## config.mk

```make
export PLATFORM = sky130hd
export DESIGN_NAME = ram_fifo_controller
export DESIGN_NICKNAME = d
export VERILOG_FILES = /design/src/rtl/ram_fifo_controller.sv
export SDC_FILE = /design/constraint.sdc
export NUM_CORES = 1
export LEC_CHECK = 0
export ABC_AREA = 1
export CORE_MARGIN = 2
export CORE_UTILIZATION = 30
export DETAILED_ROUTE_END_ITERATION = 16
export GPL_ROUTABILITY_DRIVEN = 1
export GPL_TIMING_DRIVEN = 0
export SLEW_MARGIN = 20
export SYNTH_ARGS = -nofsm -noshare
export SYNTH_HDL_FRONTEND = slang
export SYNTH_SLANG_ARGS = --single-unit
```

## constraint.sdc

```tcl
create_clock -name clock -period 5.29 [get_ports clock]
set_clock_uncertainty 0.1 [all_clocks]
set_input_delay 0.7935 -clock clock [delete_from_list [all_inputs] [get_ports clock]]
set_output_delay 0.7935 -clock clock [all_outputs]
set_load 0.02 [all_outputs]
```

## src/rtl/ram_fifo_controller.sv

```systemverilog
// Byte-stream FIFO sequencer for a single-port 128x8 register-file memory.
// Pushes become memory writes and pops become prefetch reads into a registered head-of-queue byte.
module ram_fifo_controller #(
  parameter int DEPTH      = 128,
  parameter int ADDR_WIDTH = 7
) (
  input  logic                  clock,
  input  logic                  reset,
  input  logic                  flush,
  input  logic [7:0]            in_data,
  input  logic                  in_valid,
  output logic                  in_ready,
  output logic [7:0]            out_data,
  output logic                  out_valid,
  input  logic                  out_ready,
  output logic [ADDR_WIDTH+1:0] level,
  output logic [ADDR_WIDTH-1:0] mem_address,
  output logic [7:0]            mem_data_in,
  output logic                  mem_write_enable,
  output logic                  mem_read_enable,
  input  logic [7:0]            mem_data_out
);

  typedef enum logic {
    PRIO_FETCH = 1'b0,
    PRIO_WRITE = 1'b1
  } prio_e;

  localparam logic [ADDR_WIDTH:0]   LP_DEPTH = (ADDR_WIDTH+1)'(DEPTH);
  localparam logic [ADDR_WIDTH-1:0] LP_LAST  = ADDR_WIDTH'(DEPTH - 1);

  // State registers
  logic [ADDR_WIDTH-1:0] r_wr_ptr;
  logic [ADDR_WIDTH-1:0] r_rd_ptr;
  logic [ADDR_WIDTH:0]   r_count;
  logic                  r_out_valid;
  logic [7:0]            r_out_data;
  prio_e                 r_prio;

  // Next-state values
  logic [ADDR_WIDTH-1:0] w_wr_ptr_next;
  logic [ADDR_WIDTH-1:0] w_rd_ptr_next;
  logic [ADDR_WIDTH:0]   w_count_next;
  logic                  w_out_valid_next;
  logic [7:0]            w_out_data_next;
  prio_e                 w_prio_next;

  // Request and grant terms
  logic w_not_full;
  logic w_wreq;
  logic w_freq;
  logic w_grant_write;
  logic w_grant_fetch;
  logic w_pop;

  function automatic logic [ADDR_WIDTH-1:0] f_advance(input logic [ADDR_WIDTH-1:0] ptr);
    return (ptr == LP_LAST) ? '0 : ptr + 1'b1;
  endfunction

  // Requests are also gated by reset so the memory strobes drop the instant reset asserts.
  assign w_not_full = (r_count < LP_DEPTH);
  assign w_wreq     = reset && !flush && in_valid && w_not_full;
  assign w_freq     = reset && !flush && (r_count != '0) && (!r_out_valid || out_ready);
  assign w_pop      = r_out_valid && out_ready;

  assign w_grant_write = w_wreq && (!w_freq || (r_prio == PRIO_WRITE));
  assign w_grant_fetch = w_freq && (!w_wreq || (r_prio == PRIO_FETCH));

  assign in_ready = reset && !flush && w_not_full && (!w_freq || (r_prio == PRIO_WRITE));

  assign out_data    = r_out_data;
  assign out_valid   = r_out_valid;
  assign level       = {1'b0, r_count} + {{(ADDR_WIDTH+1){1'b0}}, r_out_valid};
  assign mem_data_in = in_data;

  always_comb begin
    // NOTE: every output of a combinational block gets a default first, so no path can infer a latch.
    mem_address      = r_wr_ptr;
    mem_write_enable = 1'b0;
    mem_read_enable  = 1'b0;
    if (w_grant_write) begin
      mem_write_enable = 1'b1;
    end else if (w_grant_fetch) begin
      mem_address     = r_rd_ptr;
      mem_read_enable = 1'b1;
    end
  end

  // Priority only flips on real contention, so an idle or one-sided cycle never costs a turn.
  always_comb begin
    w_prio_next = r_prio;
    if (w_wreq && w_freq) begin
      w_prio_next = (r_prio == PRIO_WRITE) ? PRIO_FETCH : PRIO_WRITE;
    end
  end

  always_comb begin
    w_wr_ptr_next    = r_wr_ptr;
    w_rd_ptr_next    = r_rd_ptr;
    w_count_next     = r_count;
    w_out_valid_next = r_out_valid;
    w_out_data_next  = r_out_data;

    if (flush) begin
      w_wr_ptr_next    = '0;
      w_rd_ptr_next    = '0;
      w_count_next     = '0;
      w_out_valid_next = 1'b0;
    end else if (w_grant_write) begin
      w_wr_ptr_next = f_advance(r_wr_ptr);
      w_count_next  = r_count + 1'b1;
      if (w_pop) begin
        w_out_valid_next = 1'b0;
      end
    end else if (w_grant_fetch) begin
      w_rd_ptr_next    = f_advance(r_rd_ptr);
      w_count_next     = r_count - 1'b1;
      w_out_data_next  = mem_data_out;
      w_out_valid_next = 1'b1;
    end else if (w_pop) begin
      w_out_valid_next = 1'b0;
    end
  end

  always_ff @(posedge clock or negedge reset) begin
    if (!reset) begin
      r_prio <= PRIO_FETCH;
    end else begin
      r_prio <= w_prio_next;
    end
  end

  always_ff @(posedge clock or negedge reset) begin
    if (!reset) begin
      r_wr_ptr    <= '0;
      r_rd_ptr    <= '0;
      r_count     <= '0;
      r_out_valid <= 1'b0;
      r_out_data  <= '0;
    end else begin
      // NOTE: sequential state uses non-blocking assignments so every register samples pre-edge values.
      r_wr_ptr    <= w_wr_ptr_next;
      r_rd_ptr    <= w_rd_ptr_next;
      r_count     <= w_count_next;
      r_out_valid <= w_out_valid_next;
      r_out_data  <= w_out_data_next;
    end
  end

endmodule

```

Word level (Yosys, flattened, before mapping)
Cells that the tools add are included.
Widths: inputs -> output; s select.
Cells by class
  add/subtract/negate cells: 5
  magnitude comparators: 1
  equal/unequal tests: 3
  muxes and demuxes: 20
  bitwise logic cells: 3
  reductions and logical operators: 24
Operator list (count)
  $mux 7: 9
  $mux 8: 3
  $add 7x1->7 const B: 2
  $eq 7x7->1 const B: 2
  $logic_and 1x1->1: 11
  $add 8x1->9: 1
  $add 8x1->8 const B: 1
  $lt 8x8->1 const B: 1
  $mux 1: 8
  $reduce_bool 8->1: 1
  $sub 8x1->8 const B: 1
  $logic_not 1->1: 4
  $reduce_bool 2->1: 2
  $logic_or 1x1->1: 3
  $not 1->1: 3
  $reduce_and 3->1: 1
  $reduce_bool 3->1: 1
  $ne 2x2->1 const B: 1
  $reduce_and 2->1: 1
Word-level totals
  register bits after elaboration: 32
  bits of input ports: 21
  word-level logic and storage cells: 62

Longest topological paths before layout
  depth in word-level cells: 10
  mapped depth: 17
  gate-level depth less buffers: 16

Worst setup path before layout
OpenSTA, ideal clock, no wires.
  kind: input -> output
  from: input port reset
  to: output port mem_address[5]
  arrival time: 1.916 ns
  slack: 2.480 ns
  stages: 7
  buffers on the path: 1
  cell sequence: inv_1 -> nor2_4 -> inv_2 -> nor2_4 -> nand3_4 -> buf_2 -> o21ai_0
Between the ends
  longest elaborated chain between the ends: 8
  elaborated cells between the ends (all ways): 13
  classes of those cells: mux: 2; reduce/logical: 11
RTL lines
  from (decl): line 8  | input logic reset,
  $logic_and 1x1->1 (*): line 62, 63
  $logic_and 1x1->1 (2 in series): line 62  | assign w_wreq = reset && !flush && in_valid && w_not_full;
  $logic_not 1->1: line 67  | assign w_grant_fetch = w_freq && (!w_wreq || (r_prio == PRIO_FETCH));
  $logic_or 1x1->1: line 67
  $logic_and 1x1->1: line 67
  $mux 7: line 83  | end else if (w_grant_fetch) begin
  $mux 7 (*): line 81  | if (w_grant_write) begin
  to (decl): line 17  | output logic [ADDR_WIDTH-1:0] mem_address,
Mark *: on every way between the ends. The rest lies on a longest branch, timed or not.

Final worst setup path
  from: input port flush
  to: output port mem_address[5]
Between the ends
  longest elaborated chain between the ends: 9
  elaborated cells between the ends (all ways): 14
  classes of those cells: mux: 2; reduce/logical: 12
RTL lines
  from (decl): line 9  | input logic flush,
  $logic_not 1->1 (*): line 62, 63
  $logic_and 1x1->1 (*): line 62, 63
  $logic_and 1x1->1 (2 in series): line 62
  $logic_not 1->1: line 67
  $logic_or 1x1->1: line 67
  $logic_and 1x1->1: line 67
  $mux 7: line 83
  $mux 7 (*): line 81
Marks and branches as above.

==> impl_metrics.tcl <==
set metrics [dict create \
    setup_viol 0 \
    rsz0062_at_grt "no" \
    hold_viol 0 \
    grt_pass1_vias 1897 \
    muxShareOfSynthArea_pct 0 \
    swShare_pct 41.2 \
    synth_xor_xnor_area_share_pct 5.85 \
    dp_slack_ps 1300 \
    avgRoutedWirePerCell_um 12.1 \
    synthCells 275 \
    grt_use_total_pct 13.9 \
    cts.repair.resized 0 \
    htree_levels 2 \
    p_leak_nw 1.32 \
    yosysSeqAreaShare_pct 38.2 \
    maxSlewViolCount 0 \
    drtIter0Drc 81 \
    status "finished, final reports clean" \
    wl_met1_um 2310 \
    pwr-share-comb_pct 52.1 \
    ctsHoldBuffers 0 \
    antenna_found_initial 0 \
    ir_worst_vdd_mv 0.271 \
    globalplace.congestion 0.815 \
    core_region_area_sq_mm 0.00676 \
    synth_top_cell_area_share_pct 38.2 \
    die_w_um 87.6 \
    fin_cells 412 \
    worstMarginPinSlew_ps 491 \
    critPathRequiredTime_ps 4400 \
    cts_sinks 32 \
    setup_ws_ps 1280 \
    ioPinCount 57 \
    cp-startpoint "flush" \
    yosysWarnings 0 \
    synth_top_family_by_area "simple AND/OR/NAND/NOR gates" \
    firstDrtPassIters 4 \
    synth-simple-area-share_pct 28.3 \
    max_freq_mhz 249 \
    max_cap_viol_count 0 \
    grt_overflow 0 \
    std_cell_rows 30 \
    slew_headroom_pct 67.3 \
    postSynthAreaPerCell_sq_um 7.62 \
    dp_cells 404 \
    drive_above_1_share_pct 9.64 \
    power_frac_clock_pct 20.4 \
    worst_hold_path_type "input port to async pin" \
    power_density_mw_per_mm2 457 \
    root_buffer "clkbuf_8" \
    fin_crit_ps 4010 \
    cp-end-kind "output port" \
    port_buffers 48 \
    top_layer "met4" \
    setup_tns_ps 0 \
    power_switching_uw 532 \
    r2r-start "r_count[0]" \
    routed_wl_um 5000 \
    synthAdderAreaFrac_pct 6.93 \
    cts_tree "built" \
    power_frac_seq_pct 27.6 \
    drc 0 \
    ys_ff_latch 32 \
    clockBufferDepth 2 \
    ys_types 27 \
    wl_met3_um 256 \
    power.internal_uw 759 \
    vias_per_cell 4.74 \
    route.vias.total 1952 \
    wl_met2_um 2380 \
    synth.area.top_cells "dfrtp_1, nand2_1, inv_1, ha_1, o21ai_0" \
    ant_nets 0 \
    die_area_sq_mm 0.00767 \
    dp_hpwl_um 3850 \
    grt_start_max_net_pins 20 \
    grt_pass1_wl_um 8430 \
    cts_made_buffers 5 \
    yosysTopAreaCell "dfrtp_1" \
    start_kind "input port" \
    fp.dieH_um 87.6 \
    cts_setup_buffers 0 \
    synth_area_sq_mm 0.00209 \
    period_share_pct 75.8 \
    synth_nets 307 \
    start_util_pct 31.0 \
    n_fill_cell 717 \
    utilization_pct 41.8 \
    synth_compound_area_share_pct 9.50 \
    area_growth_pct 34.8 \
    final_nets 363 \
    crit_arrival_ps 3120 \
    crit_fanout 10 \
    path_class "input port to output port" \
    cts.clk_slew.worst_paths_ps 70 \
    clock_latency_ps 290 \
    n_antenna_cell 0 \
]
-- cells in the final DEF (no fill, tap or decap), drive strengths merged --
master,Yosys,layout
o21ai,24,24
nor3,5,5
clkbuf,1,8
xor2,10,10
inv,37,37
o21a,1,1
nand4,10,10
nand2,77,77
a31oi,1,1
fa,1,1
buf,12,14
dfrtp,32,32
ha,10,10
nor2,14,14
clkdlybuf4s50,0,47
a21oi,7,7
nand3,25,25
xnor2,4,4
o22ai,3,3
bufinv,0,1
a22oi,1,1
-- state kept, by name (all words and copies together) (netlist names) --
register	cells
out_data	8
out_valid	1
r_count	8
r_prio	1
r_rd_ptr	7
r_wr_ptr	7
-- kinds of logic after synthesis --
| family | Yosys count |
|---|---|
| AOI/OAI and AO/OA | 37 |
| xor gates and xnor gates | 14 |
| adders and majority gates | 11 |
| buffers and inverters | 50 |
| DFF | 32 |
| and+or+nand+nor | 131 |
-- worst paths after layout --
kind	endpoint	slack [ps]	cells after the start
worst max-delay path	mem_address[5]	1280	8
worst max register to register	r_count[4]	2780	14
worst min register to register	out_data[7]	390	2
min in group clock	out_data[7]	390	2
max in group asynchronous	r_rd_ptr[3]	4330	2
worst min-delay path	r_count[5]	330	1
-- power groups by stage --
| stage | sequential [mW] | clock [mW] | combinational, mW |
|---|---|---|---|
| floorplan | 0.387 | 0 | 0.414 |
| global placement | 0.358 | 0 | 0.664 |
| detailed placement | 0.360 | 0 | 0.673 |
| CTS | 0.356 | 0.268 | 0.677 |
| global route | 0.364 | 0.279 | 0.758 |
| finish | 0.356 | 0.263 | 0.672 |
-- synthesized netlist by cell type --
library cell / n
xor2_1: 10
nand3_4: 1
a22oi_1: 1
buf_6: 2
nor3_1: 5
a21oi_1: 6
a21oi_2: 1
nand3_2: 1
inv_1: 34
nand4_1: 10
o21a_1: 1
nor2_4: 2
ha_1: 10
o22ai_1: 3
fa_1: 1
o21ai_0: 24
dfrtp_1: 32
buf_2: 2
nand3_1: 23
nand2_2: 2
nand2_1: 75
clkbuf_1: 1
nor2_1: 12
xnor2_1: 4
a31oi_1: 1
buf_4: 8
inv_2: 3
-- routing by layer --
metal / track usage [%] / vias up
li1: - / 994
met2: 23.2 / 48
met3: 3.58 / 7
met1: 18.2 / 903
met5: 0 / -
met4: 2.94 / 0
-- critical path: stages --
cell	delay [ps]
clkdlybuf4s50_1	630
nor2_4	230
inv_2	60
nor2_4	130
nand3_4	150
buf_2	230
o21ai_0	230
clkdlybuf4s50_1	650
-- through the flow --
stage	total power [mW]	hold WS (ps)	cell area, sq um
floorplan	0.800	396	2090
global route	1.40	350	2820
global placement	1.02	364	2680
CTS	1.30	345	2820
detailed placement	1.03	372	2700
finish	1.29	332	2820
-- final cells by class --
class,instances,area (sq um),share of cell area [%]
sequential,32,801,28.4
clock inverter,1,30.0,1.06
buffer,13,96.3,3.41
timing repair buffer,49,503,17.8
multi-input combinational,193,1060,37.5
clock buffer,7,96.3,3.41
inverter,37,139,4.92
tap,80,100,3.54
Note: power is estimated with default switching activity, not from simulation.
